[config.mk]
export PLATFORM = sky130hd
export DESIGN_NAME = fetch_unit
export DESIGN_NICKNAME = d
export VERILOG_FILES = /design/src/rtl/fetch_unit.sv
export SDC_FILE = /design/constraint.sdc
export NUM_CORES = 1
export LEC_CHECK = 0
export ABC_AREA = 1
export BUFFER_PORTS_ARGS = -buffer_cell sky130_fd_sc_hd__buf_2
export CORE_MARGIN = 10
export CORE_UTILIZATION = 44
export CTS_CLUSTER_SIZE = 40
export DETAILED_ROUTE_END_ITERATION = 8
export GPL_TIMING_DRIVEN = 0
export PLACE_DENSITY_LB_ADDON = 0.08
export SYNTH_ARGS = -nofsm -noshare
export SYNTH_HDL_FRONTEND = slang
export SYNTH_SLANG_ARGS = --single-unit
[constraint.sdc]
create_clock -name clk -period 1.3 [get_ports clk]
set_clock_uncertainty 0.05 [all_clocks]
set_input_delay 0.195 -clock clk [delete_from_list [all_inputs] [get_ports clk]]
set_output_delay 0.195 -clock clk [all_outputs]
set_load 0.01 [all_outputs]
[src/rtl/fetch_unit.sv]
// Front-end sequencer of the accumulator CPU: owns PC and IR, fetches from a
// synchronous instruction ROM and hands op/operand to the control unit.
module fetch_unit #(
    parameter int          ADDR_W   = 8,
    parameter int          INSTR_W  = 16,
    parameter int unsigned RESET_PC = 0
) (
    input  logic               clk,
    input  logic               rst,
    input  logic               run,
    output logic [ADDR_W-1:0]  imem_addr,
    input  logic [INSTR_W-1:0] imem_rdata,
    output logic [7:0]         op,
    output logic [ADDR_W-1:0]  operand_addr,
    input  logic [2:0]         pc_mode,
    output logic               exec_en,
    output logic [ADDR_W-1:0]  pc,
    output logic               halted,
    output logic [15:0]        retired
);

    // Next-PC encodings shared with the control unit (define.v).
    localparam logic [2:0] PC_MODE_NORMAL = 3'd0;
    localparam logic [2:0] PC_MODE_JUMP   = 3'd1;
    localparam logic [2:0] PC_MODE_STOP   = 3'd2;

    localparam logic [1:0] S_FETCH = 2'd0;
    localparam logic [1:0] S_LOAD  = 2'd1;
    localparam logic [1:0] S_EXEC  = 2'd2;
    localparam logic [1:0] S_HALT  = 2'd3;

    logic [1:0]         state;
    logic [INSTR_W-1:0] ir;

    assign imem_addr    = pc;
    assign op           = ir[INSTR_W-1 -: 8];
    assign operand_addr = ir[ADDR_W-1:0];
    assign exec_en      = (state == S_EXEC);
    assign halted       = (state == S_HALT);

    always_ff @(posedge clk) begin
        if (rst) begin
            state   <= S_FETCH;
            pc      <= ADDR_W'(RESET_PC);
            ir      <= '0;
            retired <= '0;
        end else begin
            case (state)
                S_FETCH: begin
                    if (run) begin
                        state <= S_LOAD;
                    end
                end
                // ROM data for pc becomes valid here, one cycle after the address.
                S_LOAD: begin
                    ir    <= imem_rdata;
                    state <= S_EXEC;
                end
                S_EXEC: begin
                    retired <= retired + 16'd1;
                    case (pc_mode)
                        PC_MODE_JUMP: begin
                            pc    <= operand_addr;
                            state <= S_FETCH;
                        end
                        PC_MODE_STOP: begin
                            state <= S_HALT;
                        end
                        // Normal and every unknown encoding advance sequentially.
                        default: begin
                            pc    <= pc + ADDR_W'(1);
                            state <= S_FETCH;
                        end
                    endcase
                end
                S_HALT: begin
                    state <= S_HALT;
                end
                default: begin
                    state <= S_FETCH;
                end
            endcase
        end
    end

endmodule

==> results of run 1 <==
[area by class of cell]
cell class                      count  area (um2)
Inverter                           40         163
Timing Repair Buffer               81         463
Sequential cell                    42         872
Multi-Input combinational cell    194        1070
Clock inverter                      1        5.00
Tap cell                           52        65.1
Clock buffer                        7        86.3
Timing Repair inverter              1        6.26
Buffer                             16         105
Fill cell                         407        1570
[layer usage]
layer / up-vias / GRT usage / routed length [um]
met2: 48 / 0.235 / 2610
met3: 4 / 0.0641 / 511
li1: 1100 / - / -
met1: 940 / 0.163 / 2520
met4: 0 / 0.0261 / 38
met5: - / 0 / 0
[metrics by stage]
stage	utilization	cell area, um2
final	0.643	2840
after global routing	0.643	2840
after CTS	0.590	2610
after detailed placement	0.556	2450
after global placement	0.556	2450
after floorplan	-	2030
[path summary, 6_finish.rpt]
path	from	cells after the start	endpoint	slack [ns]
hold reg to reg	ir[1]	2	imem_addr[1]	0.42
setup / recovery	state[1]	8	retired[15]	-0.01
hold / removal	rst	2	state[0]	0.03
setup reg to reg	state[1]	8	retired[15]	-0.01
[critical path, delay by kind of cell, from the launching register on]
family                 cells  cell delay, ns
and+or+nand+nor            7            0.75
DFF                        1            0.38
buffers and inverters      1            0.05
[where the power goes]
part	switching (uW)	internal (uW)
Clock	455	429
Combinational	222	168
Sequential	44.7	1340
[cells by family after synthesis]
kind of cell | share of synthesized area
compound gates | 0.144
fa+ha+maj | 0.0124
simple gates | 0.300
flops | 0.416
buf+inv | 0.127
[cells in the final DEF, fill, tap and decap left out, types with 2 or more instances in the layout]
cell type	Yosys	routed
dfxtp_1	42	31
nand3_2	0	3
nor2_2	0	3
buf_4	8	15
buf_6	0	4
clkbuf_1	2	3
buf_2	3	72
dfxtp_2	0	4
inv_4	0	3
a21oi_1	26	22
nand4_1	4	4
ha_4	0	2
o21ai_0	27	21
dfxtp_4	0	7
nor2_1	50	44
o21ai_1	2	6
clkbuf_8	1	7
inv_2	2	4
nor2_4	2	5
nand2_2	1	5
nand3_4	2	3
nand2_1	51	46
a21oi_2	0	4
inv_1	37	33
o21ai_2	0	2
nand3_1	15	11
nor3_1	6	5
[timing repair]
item,CTS,global route
setup buffers,2,8
gates cloned,0,2
pin swaps,1,17
resized for setup,17,48
endpoints found under the setup margin,33,33
[state kept, by name, summed over array words and instances, names as in the netlist]
name and cells:
state 2, retired 16, ir 16, imem_addr 8
==> flow_summary.ini, run 1 <==
[status]
status = finished with violations
violations = setup timing

[clocking]
cts_root_buf = clkbuf_8
ctsHtreeMaxLevel = 2
hold_buffers = 0
clock_sinks = 42
numCtsBuffers = 5
cts_buffer_depth = 2
cts_tree = built
clk_latency_ns = 0.30
path_clk_slew_ns = 0.09

[synth]
syn_avg_cell_area_um2 = 6.94
ys_types = 27
synthTopCellsByArea = dfxtp_1 42%, nand2_1 9.5%, nor2_1 9.3%
ys.flop_type = dfxtp_1
ys_ff_latch = 42
synthArstFlopShare = 0
synth_nets = 315
synth_edf_count = 0
netlist_area_um2 = 2020
synth_top_area_share = 0.416
synth.most_common_cell = nand2_1
synth-seq-area-share = 0.416
yosys_warnings = 0
netlist_instances = 291
synthTopCellsByCount = 51 x nand2_1, 50 x nor2_1, 42 x dfxtp_1
yosysTopAreaCell = dfxtp_1

[drt]
post_drt_wl_per_cell_um = 13.1
drt_wl_total_mm = 5.68
first_pass_iters = 4
vias = 2092
antenna_left = 0
viasPerCell = 4.82
drc = 0
drt_iter0_drc = 91

[worst_setup_path]
worstSetupPathType = reg2reg
crit_required_ns = 1.48
critPathArrivalTime_ns = 1.49
cp-start-kind = register
cp_slowest_cell = dfxtp_4
cpMostUsedCell = nand2_1
cp-end-kind = register
slowest_delay_ns = 0.38
worstPathCellList = inv_4 -> nor2_8 -> nand3_4 -> nor2_4 -> nand3_1 -> nand2_1 -> nand2_1 -> nor2_1
crit_fanout = 7

[die]
die_x_um = 87.7
die_area_um2 = 7700
row_count = 24
io_pins = 72
core_um2 = 4410
dieHeight_um = 87.7
initial_core_util = 0.457

[timing]
rsz0062_at_grt = yes
max_clock_freq_mhz = 762
holdWs_ns = 0.0343
tns_ns = -0.0132
hold_violations = 0
relSlewSlack = 0.622
setup-violations-final = 2
fin_ws_ns = -0.0122
maxSlewViolCount = 0
finalCritPeriodShare = 1.01
worst_slew_pin_slew_ns = 0.568
finalCriticalPeriod_ns = 1.31

[grt]
grt_use_total = 0.141
grt_pass1_vias = 1934
grt_max_degree = 13
antenna_found_initial = 0
grt_first_pass_wirelength_mm = 8.87
gr-total-overflow = 0

[placement]
hpwl_mm = 4.18
pre_cts_ws_ns = -0.137
gp_congestion = 0.839
dp.cells = 414
portBuffers = 71

[power_and_ir_drop]
leakagePower_uw = 0.00135
power.density_nw_per_um2 = 935
total_power_uw = 2660
peakVddDrop_mv = 0.612

[worst_hold_path]
hold_class = in2reg

[layout]
fin_nets = 405
instances_no_fill = 434
layout-drive-gt1-share = 0.398
areaGrowthSynthToFinish_pct = 40.6
antenna_cells = 0

[job]
cap_violations = 0
Note: power is estimated with default switching activity, not from simulation.
==> inputs of run 2 (changes only) <==
--- a/config.mk
+++ b/config.mk
@@ -7,11 +7,12 @@
 export LEC_CHECK = 0
 export ABC_AREA = 1
 export BUFFER_PORTS_ARGS = -buffer_cell sky130_fd_sc_hd__buf_2
-export CORE_MARGIN = 10
+export CORE_MARGIN = 2
 export CORE_UTILIZATION = 44
 export CTS_CLUSTER_SIZE = 40
 export DETAILED_ROUTE_END_ITERATION = 8
 export GPL_TIMING_DRIVEN = 0
+export MAX_ROUTING_LAYER = met4
 export PLACE_DENSITY_LB_ADDON = 0.08
 export SYNTH_ARGS = -nofsm -noshare
 export SYNTH_HDL_FRONTEND = slang
==> flow_summary.ini, run 2 (same netlist as run 1, synthesis figures left out) <==
[timing]
finalCritPeriodShare = 1.03
tns_ns = -0.0419
setup-violations-final = 5
rsz0062_at_grt = yes
worst_slew_pin_slew_ns = 0.549
hold_violations = 0
relSlewSlack = 0.634
finalCriticalPeriod_ns = 1.34
holdWs_ns = 0.0464
max_clock_freq_mhz = 747
fin_ws_ns = -0.0387
maxSlewViolCount = 0

[layout]
final_area_um2 = 2680
areaGrowthSynthToFinish_pct = 32.8
layout-drive-gt1-share = 0.343
final_core_util = 0.612
final_cell_mix = 73 x buf_2, 49 x nand2_1, 47 x nor2_1
final_common_cell = buf_2
fin_nets = 400
antenna_cells = 0

[grt]
grt_first_pass_wirelength_mm = 8.14
antenna_found_initial = 0
grt_use_total = 0.207
gr-total-overflow = 0
grt_max_degree = 12
grt_pass1_vias = 1810

[placement]
portBuffers = 71
gp_congestion = 0.858
hpwl_mm = 3.58
dpl-instance-area_um2 = 2450

[power_and_ir_drop]
leakagePower_uw = 0.00132
peakVddDrop_mv = 0.666
cellInternalPower_uw = 1850
p_comb_frac = 0.133
power.density_nw_per_um2 = 934
p_sw_frac = 0.260
pwr-share-seq = 0.553
p_switching_uw = 652
clock_power_share = 0.313

[worst_setup_path]
critPathArrivalTime_ns = 1.09
crit_required_ns = 1.05
cp-end-kind = output pin
worstSetupPathType = reg2out
crit_fanout = 7
cp-start-kind = register

[clocking]
ctsHtreeMaxLevel = 2
cts_root_buf = clkbuf_8
numCtsBuffers = 5
clock_sinks = 42
cts_tree = built
path_clk_slew_ns = 0.08
cts_buffer_depth = 2
hold_buffers = 0
clk_latency_ns = 0.29

[status]
status = finished with violations
violations = setup timing

[drt]
vias = 2071
post_drt_wl_per_cell_um = 11.6
viasPerCell = 4.84
antenna_left = 0
drt_wl_total_mm = 4.96
drc = 0
drt_iter0_drc = 111
first_pass_iters = 4

[die]
dieHeight_um = 71.7
row_count = 24
initial_core_util = 0.461
die_area_um2 = 5150
core_um2 = 4380
die_x_um = 71.7
io_pins = 72

[worst_hold_path]
hold_class = in2reg

[job]
cap_violations = 0
[run 2: cell type report]
| cell class | count | area, um2 |
|---|---|---|
| Fill cell | 431 | 1700 |
| Multi-Input combinational cell | 193 | 1000 |
| Sequential cell | 42 | 860 |
| Timing Repair Buffer | 78 | 418 |
| Inverter | 40 | 155 |
| Buffer | 16 | 108 |
| Clock buffer | 7 | 76.3 |
| Tap cell | 52 | 65.1 |
[run 2: worst paths after layout]
kind / startpoint / end / cells past startpoint / slack, ns
max reg2reg: state[1] / retired[12] / 7 / 0
min: rst / state[0] / 2 / 0.05
min reg2reg: ir[12] / ir[12] / 2 / 0.42
max: state[1] / exec_en / 4 / -0.04
[run 2: what timing repair did]
item	CTS	global route
gates resized for setup	14	24
pin swaps	1	6
setup endpoints to repair	34	37
buffers inserted	5	2
[run 2: power by group through the flow]
stage,clock [uW],sequential [uW],combinational [uW]
2_1_floorplan,0,1440,156
3_5_place_dp,0,1420,310
6_report,786,1390,334
5_1_grt,858,1400,375
4_1_cts,824,1390,329
3_3_place_gp,0,1420,306
[run 2: per-stage QoR]
| step | worst slack [ns] | std cells | total power (uW) |
|---|---|---|---|
| final | -0.0387 | 428 | 2510 |
| after global routing | -0.116 | 428 | 2630 |
| after CTS | -0.0161 | 426 | 2540 |
| after detailed placement | -0.150 | 414 | 1730 |
| after global placement | -0.150 | 414 | 1720 |
| after floorplan | 0.0129 | 291 | 1590 |
[run 2: critical path, stage by stage, from the launching register on]
cell and delay, ns:
dfxtp_4 0.38, inv_4 0.05, nor2_8 0.17, buf_6 0.12
buf_6 0.08
[run 2: layer usage]
layer,wire length [um],track usage
met4,25,0.0692
met5,0,-
met3,269,0.0338
met1,2410,0.277
met2,2260,0.318
